$ cat config.mk
export PLATFORM = sky130hd
export DESIGN_NAME = fib_sched_flat
export DESIGN_NICKNAME = d
export VERILOG_FILES = /design/src/rtl/fib_pkg.sv /design/src/rtl/fib_sched_if.sv /design/src/rtl/rr_arbiter.sv /design/src/rtl/fib_sched.sv /design/src/flat_wrapper.sv
export SDC_FILE = /design/constraint.sdc
export NUM_CORES = 1
export LEC_CHECK = 0
export ABC_CLOCK_PERIOD_IN_PS = 4300
export CELL_PAD_IN_SITES_DETAIL_PLACEMENT = 0
export CELL_PAD_IN_SITES_GLOBAL_PLACEMENT = 1
export CORE_ASPECT_RATIO = 1.1
export CORE_MARGIN = 10
export CORE_UTILIZATION = 35
export CTS_CLUSTER_DIAMETER = 120
export DETAILED_ROUTE_END_ITERATION = 12
export PLACE_DENSITY = 0.92
export SYNTH_ARGS = -nofsm -noshare
export SYNTH_HDL_FRONTEND = slang
export SYNTH_HIERARCHICAL = 1
export SYNTH_SLANG_ARGS = --single-unit
$ cat constraint.sdc
create_clock -name clk -period 4.3 [get_ports clk]
set_clock_uncertainty 0.15 [all_clocks]
set_input_delay 0.86 -clock clk [delete_from_list [all_inputs] [get_ports clk]]
set_output_delay 0.86 -clock clk [all_outputs]
set_load 0.005 [all_outputs]
$ cat src/rtl/fib_pkg.sv
// Shared types and constants for the fibonacci scheduler.
package fib_pkg;

  typedef enum logic [2:0] {
    S_IDLE,
    S_CHECK,
    S_GUARD,
    S_WAIT,
    S_RESP
  } state_t;

  typedef logic [15:0] u16_t;

  // fib(24) = 46368 is the largest value that fits in 16 bits.
  localparam int unsigned FIB_MAX_N = 24;
  localparam u16_t        FIB0      = 16'd0;
  localparam u16_t        FIB1      = 16'd1;

  // True when fib(n) fits the 16-bit result path.
  function automatic logic fib_legal(input u16_t n, input int unsigned max_n);
    return 32'(n) <= max_n;
  endfunction

endpackage

$ cat src/rtl/fib_sched_if.sv
// Requester and engine signal bundle for fib_sched.
interface fib_sched_if #(
  parameter int unsigned NREQ = 4
);
  import fib_pkg::*;

  logic [NREQ-1:0]    req_valid;
  logic [NREQ*16-1:0] req_n;
  logic [NREQ-1:0]    req_ready;
  logic [NREQ-1:0]    resp_valid;
  u16_t               resp_data;
  logic               resp_err;
  logic               busy;
  logic               fib_start;
  u16_t               fib_din;
  u16_t               fib_dout;
  logic               fib_done;

  // Scheduler side.
  modport slave (
    input  req_valid, req_n, fib_dout, fib_done,
    output req_ready, resp_valid, resp_data, resp_err, busy, fib_start, fib_din
  );

  // Requesters plus engine side.
  modport master (
    output req_valid, req_n, fib_dout, fib_done,
    input  req_ready, resp_valid, resp_data, resp_err, busy, fib_start, fib_din
  );

endinterface

$ cat src/rtl/rr_arbiter.sv
// Combinational round-robin arbiter: grants the first request at or above
// ptr, wrapping around. Output is one-hot, or zero when nothing is requested.
module rr_arbiter #(
  parameter int unsigned NREQ = 4
) (
  input  logic [NREQ-1:0]         req,
  input  logic [$clog2(NREQ)-1:0] ptr,
  output logic [NREQ-1:0]         grant
);

  logic [2*NREQ-1:0] req_dbl;
  logic [NREQ-1:0]   req_rot;
  logic [NREQ-1:0]   low_rot;
  logic [2*NREQ-1:0] grant_dbl;

  // Rotate so ptr sits at bit 0, isolate the lowest set bit, rotate back.
  always_comb begin
    req_dbl   = {req, req} >> ptr;
    req_rot   = req_dbl[NREQ-1:0];
    low_rot   = req_rot & (~req_rot + NREQ'(1));
    grant_dbl = {low_rot, low_rot} << ptr;
    grant     = grant_dbl[2*NREQ-1:NREQ];
  end

endmodule

$ cat src/rtl/fib_sched.sv
// Round-robin scheduler sharing one fibonacci engine among NREQ requesters.
// Out-of-range indices are rejected without touching the engine; a stuck
// engine is abandoned after TIMEOUT wait cycles.
module fib_sched
  import fib_pkg::*;
#(
  parameter int unsigned NREQ    = 4,
  parameter int unsigned MAX_N   = FIB_MAX_N,
  parameter int unsigned GUARD   = 2,
  parameter int unsigned TIMEOUT = 1023
) (
  input logic        clk,
  input logic        reset,
  fib_sched_if.slave bus
);

  localparam int unsigned PtrW = $clog2(NREQ);
  localparam int unsigned CntW = 10;
  typedef logic [CntW-1:0] cnt_t;

  localparam cnt_t GuardLast   = cnt_t'(GUARD - 1);
  localparam cnt_t TimeoutLast = cnt_t'(TIMEOUT - 1);

  state_t          state_q, state_d;
  logic [PtrW-1:0] rr_ptr_q, rr_ptr_d;
  logic [NREQ-1:0] winner_q, winner_d;
  u16_t            n_q, n_d;
  cnt_t            cnt_q, cnt_d;
  logic [NREQ-1:0] req_ready_q, req_ready_d;
  logic [NREQ-1:0] resp_valid_q, resp_valid_d;
  u16_t            resp_data_q, resp_data_d;
  logic            resp_err_q, resp_err_d;
  logic            busy_q, busy_d;
  logic            fib_start_q, fib_start_d;
  u16_t            fib_din_q, fib_din_d;

  logic [NREQ-1:0]            grant;
  logic [PtrW-1:0]            grant_idx;
  u16_t                       grant_n;
  logic [PtrW-1:0]            ptr_next;
  logic [NREQ-1:0][15:0]      req_n_arr;

  assign req_n_arr = bus.req_n;

  rr_arbiter #(
    .NREQ(NREQ)
  ) u_arb (
    .req  (bus.req_valid),
    .ptr  (rr_ptr_q),
    .grant(grant)
  );

  // Convert the one-hot grant into an index and pick out that slot's n.
  always_comb begin
    grant_idx = '0;
    grant_n   = FIB0;
    for (int k = 0; k < NREQ; k++) begin
      if (grant[PtrW'(k)]) begin
        grant_idx = PtrW'(k);
        grant_n   = req_n_arr[PtrW'(k)];
      end
    end
    ptr_next = (grant_idx == PtrW'(NREQ - 1)) ? '0 : grant_idx + PtrW'(1);
  end

  // Next-state and next-output logic; every output is registered below.
  always_comb begin
    state_d      = state_q;
    rr_ptr_d     = rr_ptr_q;
    winner_d     = winner_q;
    n_d          = n_q;
    cnt_d        = cnt_q;
    req_ready_d  = '0;
    resp_valid_d = '0;
    resp_data_d  = resp_data_q;
    resp_err_d   = resp_err_q;
    fib_start_d  = 1'b0;
    fib_din_d    = fib_din_q;

    unique case (state_q)
      S_IDLE: begin
        if (|bus.req_valid) begin
          winner_d    = grant;
          n_d         = grant_n;
          req_ready_d = grant;
          rr_ptr_d    = ptr_next;
          state_d     = S_CHECK;
        end
      end
      S_CHECK: begin
        if (!fib_legal(n_q, MAX_N)) begin
          resp_err_d  = 1'b1;
          resp_data_d = FIB0;
          state_d     = S_RESP;
        end else begin
          fib_din_d   = n_q;
          fib_start_d = 1'b1;
          cnt_d       = '0;
          state_d     = (GUARD == 0) ? S_WAIT : S_GUARD;
        end
      end
      S_GUARD: begin
        // fib_done may still reflect the previous job here.
        if (cnt_q >= GuardLast) begin
          cnt_d   = '0;
          state_d = S_WAIT;
        end else begin
          cnt_d = cnt_q + cnt_t'(1);
        end
      end
      S_WAIT: begin
        // done takes priority over a coincident timeout.
        if (bus.fib_done) begin
          resp_data_d = bus.fib_dout;
          resp_err_d  = 1'b0;
          state_d     = S_RESP;
        end else if (cnt_q >= TimeoutLast) begin
          resp_data_d = FIB0;
          resp_err_d  = 1'b1;
          state_d     = S_RESP;
        end else if (cnt_q != '1) begin
          cnt_d = cnt_q + cnt_t'(1);
        end
      end
      S_RESP: begin
        resp_valid_d = winner_q;
        state_d      = S_IDLE;
      end
      default: state_d = S_IDLE;
    endcase

    busy_d = (state_d != S_IDLE);
  end

  // State and output registers, cleared asynchronously.
  always_ff @(posedge clk or posedge reset) begin
    if (reset) begin
      state_q      <= S_IDLE;
      rr_ptr_q     <= '0;
      winner_q     <= '0;
      n_q          <= FIB0;
      cnt_q        <= '0;
      req_ready_q  <= '0;
      resp_valid_q <= '0;
      resp_data_q  <= FIB0;
      resp_err_q   <= 1'b0;
      busy_q       <= 1'b0;
      fib_start_q  <= 1'b0;
      fib_din_q    <= FIB0;
    end else begin
      state_q      <= state_d;
      rr_ptr_q     <= rr_ptr_d;
      winner_q     <= winner_d;
      n_q          <= n_d;
      cnt_q        <= cnt_d;
      req_ready_q  <= req_ready_d;
      resp_valid_q <= resp_valid_d;
      resp_data_q  <= resp_data_d;
      resp_err_q   <= resp_err_d;
      busy_q       <= busy_d;
      fib_start_q  <= fib_start_d;
      fib_din_q    <= fib_din_d;
    end
  end

  assign bus.req_ready  = req_ready_q;
  assign bus.resp_valid = resp_valid_q;
  assign bus.resp_data  = resp_data_q;
  assign bus.resp_err   = resp_err_q;
  assign bus.busy       = busy_q;
  assign bus.fib_start  = fib_start_q;
  assign bus.fib_din    = fib_din_q;

endmodule

$ cat src/flat_wrapper.sv
// flat-port wrapper written by rule: the top's interface ports become plain ports
module fib_sched_flat import fib_pkg::*;
#(
  parameter int unsigned NREQ    = 4,
  parameter int unsigned MAX_N   = FIB_MAX_N,
  parameter int unsigned GUARD   = 2,
  parameter int unsigned TIMEOUT = 1023
)
  (clk, reset, bus_req_valid, bus_req_n, bus_fib_dout, bus_fib_done, bus_req_ready, bus_resp_valid, bus_resp_data, bus_resp_err, bus_busy, bus_fib_start, bus_fib_din);
  fib_sched_if #(.NREQ(NREQ)) bus_i ();
  input logic clk;
  input logic reset;
  input wire logic [$bits(bus_i.req_valid)-1:0] bus_req_valid;
  input wire logic [$bits(bus_i.req_n)-1:0] bus_req_n;
  input wire logic [$bits(bus_i.fib_dout)-1:0] bus_fib_dout;
  input wire logic [$bits(bus_i.fib_done)-1:0] bus_fib_done;
  output wire logic [$bits(bus_i.req_ready)-1:0] bus_req_ready;
  output wire logic [$bits(bus_i.resp_valid)-1:0] bus_resp_valid;
  output wire logic [$bits(bus_i.resp_data)-1:0] bus_resp_data;
  output wire logic [$bits(bus_i.resp_err)-1:0] bus_resp_err;
  output wire logic [$bits(bus_i.busy)-1:0] bus_busy;
  output wire logic [$bits(bus_i.fib_start)-1:0] bus_fib_start;
  output wire logic [$bits(bus_i.fib_din)-1:0] bus_fib_din;
  assign bus_i.req_valid = bus_req_valid;
  assign bus_i.req_n = bus_req_n;
  assign bus_i.fib_dout = bus_fib_dout;
  assign bus_i.fib_done = bus_fib_done;
  assign bus_req_ready = bus_i.req_ready;
  assign bus_resp_valid = bus_i.resp_valid;
  assign bus_resp_data = bus_i.resp_data;
  assign bus_resp_err = bus_i.resp_err;
  assign bus_busy = bus_i.busy;
  assign bus_fib_start = bus_i.fib_start;
  assign bus_fib_din = bus_i.fib_din;
  fib_sched #(.NREQ(NREQ), .MAX_N(MAX_N), .GUARD(GUARD), .TIMEOUT(TIMEOUT)) u_core (.clk(clk), .reset(reset), .bus(bus_i));
endmodule
==> impl_metrics.csv, run 1 <==
group,metric,value,unit
logic_synthesis,synth_edf_count,0,
min_path,hp-class,"reg2reg",
sta,finalHoldWorstSlack,0.325,ns
logic_synthesis,synth_commonest_cells,"dfrtp_1, nand2_1, o21ai_1",
floorplanning,initial_utilization,0.357,
global_routing,grt_first_pass_wirelength,13700,um
global_routing,grt_pass1_vias,2731,
clock_network,root_buffer,"clkbuf_8",
drt,drtIter0Drc,115,
drt,dr.pass1.iters,4,
floorplanning,core,9350,um2
layout,fill_cells,866,
clock_network,cts_sinks,77,
clock_network,clk-insertion-delay-late,0.35,ns
drt,vias,2632,
clock_network,cts_tree,"done",
sta,fin_crit_sh,0.612,
clock_network,numCtsBuffers,9,
setup_path,path_max_fanout,19,
logic_synthesis,synthTopCellsByArea,"dfrtp_1, a22o_1, o21ai_1",
logic_synthesis,syn_inst,301,
logic_synthesis,yosysWarnings,6,
sta,tightestPinTransition,0.784,ns
clock_network,hold_buffers,0,
job,max_cap_viol_count,0,
sta,maxSlewHeadroom,0.477,
placement,portBuffers,97,
floorplanning,row_count,37,
sta,fmax,380,MHz
power_and_ir_drop,p_leak,0.00204,uW
drt,routed_via_density,5.06,
layout,final_nets,489,
setup_path,criticalPathCategory,"in2reg",
clock_network,post_cts_buffers,0,
floorplanning,io_pins,130,
floorplanning,dieArea,13900,um2
placement,hpwl,6180,um
layout,area.growth.synth_to_final,37.7,%
global_routing,grt_usage,0.120,
clock_network,cts_htree_levels,3,
logic_synthesis,synth_top_area_frac,0.577,
setup_path,end_kind,"flop",
layout,drive_above_1_share,0.0968,
setup_path,slowest_stage,"o211a_1",
sta,fin_setup_tns,0,ns
setup_path,cp_slowest_stage_delay,0.58,ns
logic_synthesis,synth_nets,392,
logic_synthesis,syn_avg_cell_area,11.1,um2
logic_synthesis,synthMostInstantiatedCell,"dfrtp_1",
sta,rsz0062_at_grt,"no",
clock_network,cts_resized,0,
logic_synthesis,ys_types,47,
logic_synthesis,ys.flop_type,"dfrtp_1",
clock_network,clock_path_buffers,2,
global_routing,antenna_found_initial,0,
global_routing,grt_max_degree,43,
sta,setup_viol,0,
drt,routed_wl,8190,um
sta,fin_crit,2.63,ns
power_and_ir_drop,powerDensity,511,nW/um2
drt,postRouteAntennaNets,0,
setup_path,cp_top_family,"compound AO/OA/AOI/OAI gates",
global_routing,grt_overflow,0,
clock_network,clk_pin_slew_worst_paths,0.09,ns
logic_synthesis,ys_seq_area_frac,0.577,
outcome,outcome,"finished, final reports clean",
layout,antennaDiodeCount,0,
drt,wl_per_cell,15.7,um
logic_synthesis,yosys.area.top_type,"dfrtp_1",
logic_synthesis,synth_area,3340,um2
placement,place.gp.congestion,0.830,
sta,drv_slew,0,
setup_path,cp_cell_sequence,"clkdlybuf4s50_1 -> o21ai_0 -> o211a_1 -> nor2_1 -> buf_4 -> a22oi_1 -> o21ai_1",
power_and_ir_drop,peakVddDrop,0.000222,V
sta,hold_violations,0,
setup_path,critPathRequiredTime,4.37,ns
setup_path,cp.arrival,2.70,ns
logic_synthesis,async_flop_share,1.00,
setup_path,cp_num_buf_inv,2,
logic_synthesis,yosys_register_bits,77,
setup_path,start_kind,"primary input",
floorplanning,die_w,113,um
drt,drc_errors,0,
floorplanning,die_h,122,um
==> layer usage <==
layer | wire (um) | up-vias | share of wire | global-route usage
met1 | 3640 | 1259 | 0.45 | 0.150
met4 | 138 | 0 | 0.017 | 0.0548
met5 | 0 | - | 0 | 0
met2 | 3880 | 88 | 0.47 | 0.191
li1 | - | 1278 | - | -
met3 | 523 | 7 | 0.064 | 0.0303
==> final cells by class <==
cell class              count  area [um2]  share of cell area
multi-input cells         196        1290               0.280
clock inverters             7        65.1              0.0141
clock buffers               9         124              0.0269
flip-flops and latches     77        1930               0.419
repair buffers            101        1000               0.218
well taps                 117         146              0.0318
inverters                  13        50.0              0.0109
==> sequential cells by signal, indices dropped and copies added, names as in the netlist <==
name                   count
u_core/bus.req_ready       4
u_core/bus.busy            1
u_core/bus.resp_err        1
u_core/bus.resp_data      16
u_core/cnt_q              10
u_core/state_q             3
u_core/rr_ptr_q            1
u_core/bus.fib_din        16
u_core/bus.resp_valid      4
u_core/bus.fib_start       1
u_core/winner_q            4
u_core/n_q                16
==> path summary, 6_finish.rpt <==
check | cells past startpoint | from | slack, ns | end
worst max-delay path | 7 | bus_req_valid[3] | 1.67 | u_core/n_q[1]
worst min-delay path | 1 | u_core/winner_q[0] | 0.33 | u_core/winner_q[0]
worst max register to register | 4 | u_core/n_q[15] | 2.01 | u_core/bus.fib_din[0]
worst min register to register | 1 | u_core/winner_q[0] | 0.33 | u_core/winner_q[0]
max in group asynchronous | 3 | reset | 2.63 | u_core/cnt_q[9]
min in group asynchronous | 2 | reset | 0.64 | u_core/n_q[2]
==> per-stage QoR <==
step	total power [uW]	setup WS, ns	cells	util	instance area (um2)
floorplan	1540	1.32	301	-	3340
global placement	1850	1.36	504	0.472	4410
detailed placement	1870	1.31	504	0.472	4410
CTS	2390	1.68	520	0.492	4600
global route	2530	1.48	520	0.492	4600
finish	2350	1.67	520	0.492	4600
==> logic make-up after synthesis <==
family,Yosys count,share of synthesized area
AOI/OAI and AO/OA,87,0.187
adders and majority gates,4,0.0150
buffers and inverters,28,0.0378
DFF,77,0.577
muxes,8,0.0258
and+or+nand+nor,97,0.158
==> power by group <==
group          internal, uW  total (uW)  switching (uW)
Combinational           387         818             431
Sequential              889        1020             132
Clock                   224         514             290
==> placed cells by master, fill, tap and decap left out, types with 3 or more instances in the layout <==
| cell type | n |
|---|---|
| a21o_1 | 4 |
| a21oi_1 | 8 |
| a22o_1 | 16 |
| a22oi_1 | 15 |
| and3_1 | 6 |
| buf_4 | 4 |
| clkbuf_8 | 9 |
| clkdlybuf4s50_1 | 97 |
| dfrtp_1 | 77 |
| ha_1 | 4 |
| inv_1 | 11 |
| mux2_2 | 5 |
| mux2i_1 | 3 |
| nand2_1 | 34 |
| nand3_1 | 3 |
| nor2_1 | 10 |
| nor2b_1 | 15 |
| nor3_1 | 10 |
| nor4_1 | 4 |
| o21ai_0 | 3 |
| o21ai_1 | 26 |
Power figures use the tool's default switching activity.
==> inputs of run 2 (changes only) <==
--- a/config.mk
+++ b/config.mk
@@ -5,15 +5,15 @@
 export SDC_FILE = /design/constraint.sdc
 export NUM_CORES = 1
 export LEC_CHECK = 0
-export ABC_CLOCK_PERIOD_IN_PS = 4300
+export ABC_CLOCK_PERIOD_IN_PS = 2470
 export CELL_PAD_IN_SITES_DETAIL_PLACEMENT = 0
 export CELL_PAD_IN_SITES_GLOBAL_PLACEMENT = 1
 export CORE_ASPECT_RATIO = 1.1
 export CORE_MARGIN = 10
-export CORE_UTILIZATION = 35
+export CORE_UTILIZATION = 33
 export CTS_CLUSTER_DIAMETER = 120
 export DETAILED_ROUTE_END_ITERATION = 12
-export PLACE_DENSITY = 0.92
+export PLACE_DENSITY = 0.88
 export SYNTH_ARGS = -nofsm -noshare
 export SYNTH_HDL_FRONTEND = slang
 export SYNTH_HIERARCHICAL = 1
==> constraint.sdc (replaced) <==
create_clock -name clk -period 2.47 [get_ports clk]
set_clock_uncertainty 0.15 [all_clocks]
set_input_delay 0.494 -clock clk [delete_from_list [all_inputs] [get_ports clk]]
set_output_delay 0.494 -clock clk [all_outputs]
set_load 0.005 [all_outputs]
==> impl_metrics.csv, run 2 (synthesized netlist as in run 1, its figures left out) <==
group,metric,value,unit
layout,antennaDiodeCount,0,
power_and_ir_drop,peakVddDrop,0.000458,V
drt,drc_errors,0,
floorplanning,die_w,116,um
sta,drv_slew,0,
power_and_ir_drop,powerDensity,920,nW/um2
floorplanning,core,9890,um2
drt,postRouteAntennaNets,0,
drt,vias,2639,
drt,dr.pass1.iters,4,
floorplanning,io_pins,130,
placement,portBuffers,97,
clock_network,cts_tree,"done",
setup_path,start_kind,"flop",
global_routing,grt_pass1_vias,2713,
setup_path,path_max_fanout,9,
clock_network,clock_path_buffers,2,
sta,fin_crit_sh,0.883,
sta,fin_setup_tns,0,ns
floorplanning,die_h,126,um
power_and_ir_drop,p_int,2820,uW
placement,hpwl,6180,um
clock_network,root_buffer,"clkbuf_8",
drt,routed_via_density,4.96,
drt,routed_wl,8390,um
setup_path,criticalPathCategory,"reg2reg",
drt,drtIter0Drc,96,
layout,mostFrequentLayoutCells,"clkdlybuf4s50_1, dfrtp_1, nand2_1, o21ai_1, a22o_1",
setup_path,critPathRequiredTime,2.58,ns
clock_network,clk_pin_slew_worst_paths,0.09,ns
sta,hold_violations,0,
power_and_ir_drop,p_leak,0.00209,uW
clock_network,post_cts_buffers,0,
power_and_ir_drop,sw_frac_of_total,0.350,
clock_network,cts_sinks,77,
sta,rsz0062_at_grt,"no",
sta,fmax,459,MHz
outcome,outcome,"finished, final reports clean",
layout,fill_cells,944,
job,max_cap_viol_count,0,
min_path,hp-class,"reg2reg",
layout,final_common_cell,"clkdlybuf4s50_1",
placement,placed_cell_area,4510,um2
sta,fin_crit,2.18,ns
floorplanning,initial_utilization,0.338,
sta,setup_viol,0,
clock_network,clk-insertion-delay-late,0.34,ns
sta,finalHoldWorstSlack,0.332,ns
layout,final_nets,498,
floorplanning,dieArea,14600,um2
layout,drive_above_1_share,0.117,
power_and_ir_drop,pwr-share-clk,0.226,
global_routing,grt_usage,0.113,
power_and_ir_drop,comb_power_share,0.370,
global_routing,grt_overflow,0,
clock_network,cts_htree_levels,3,
sta,maxSlewHeadroom,0.611,
clock_network,hold_buffers,0,
drt,wl_per_cell,15.8,um
floorplanning,row_count,38,
global_routing,grt_first_pass_wirelength,13400,um
placement,place.gp.congestion,0.776,
clock_network,cts_resized,0,
setup_path,end_kind,"flop",
power_and_ir_drop,p_sw,1520,uW
global_routing,antenna_found_initial,0,
clock_network,numCtsBuffers,9,
setup_path,cp.arrival,2.30,ns
layout,final_design_area_no_fill,4710,um2
sta,tightestPinTransition,0.583,ns
global_routing,grt_max_degree,78,
power_and_ir_drop,pwr-share-seq,0.404,
layout,area.growth.synth_to_final,41.1,%
run 2: power groups by stage:
stage	sequential, uW	combinational [uW]	clock (uW)
2_1_floorplan	1740	938	0
3_3_place_gp	1760	1590	0
3_5_place_dp	1780	1630	0
4_1_cts	1750	1640	1020
5_1_grt	1800	1770	1080
6_report	1750	1610	980
run 2: path summary, 6_finish.rpt:
check                      cells after the start             endpoint  slack, ns                from
hold reg to reg                                1   u_core/winner_q[0]       0.33  u_core/winner_q[0]
min in group asynchronous                      3  u_core/bus.resp_err       0.43               reset
setup reg to reg                               6      u_core/cnt_q[2]       0.29     u_core/cnt_q[5]
setup / recovery                               6      u_core/cnt_q[2]       0.29     u_core/cnt_q[5]
hold / removal                                 1   u_core/winner_q[0]       0.33  u_core/winner_q[0]
max in group asynchronous                      3      u_core/cnt_q[2]       1.41               reset
run 2: layout make-up:
| cell class | count | area (um2) | share of cell area |
|---|---|---|---|
| flip-flops and latches | 77 | 1930 | 0.409 |
| multi-input cells | 196 | 1290 | 0.273 |
| repair buffers | 110 | 1090 | 0.232 |
| well taps | 120 | 150 | 0.0318 |
| clock buffers | 9 | 124 | 0.0263 |
| clock inverters | 7 | 80.1 | 0.0170 |
| inverters | 13 | 52.6 | 0.0111 |
run 2: routing by layer:
metal,vias to the layer above,global-route usage,share of wire
met5,-,0,0
met4,0,0.0354,0.0070
met3,5,0.0392,0.080
met2,77,0.181,0.47
met1,1269,0.139,0.45
li1,1288,-,-
run 2: worst max-delay path: stages (launching register included):
cell     delay [ns]
dfrtp_1        0.47
nand4_1        0.26
nor4_4         0.49
a311o_1        0.40
buf_4          0.20
nand2_1        0.05
o21ai_1        0.08
run 2: stage by stage:
stage | worst slack, ns | instances | power (uW) | util
after floorplan | 0.521 | 301 | 2680 | -
after global placement | 0.147 | 516 | 3350 | 0.456
after detailed placement | 0.108 | 516 | 3400 | 0.456
after CTS | 0.298 | 532 | 4410 | 0.477
after global routing | 0.158 | 532 | 4640 | 0.477
final | 0.289 | 532 | 4340 | 0.477
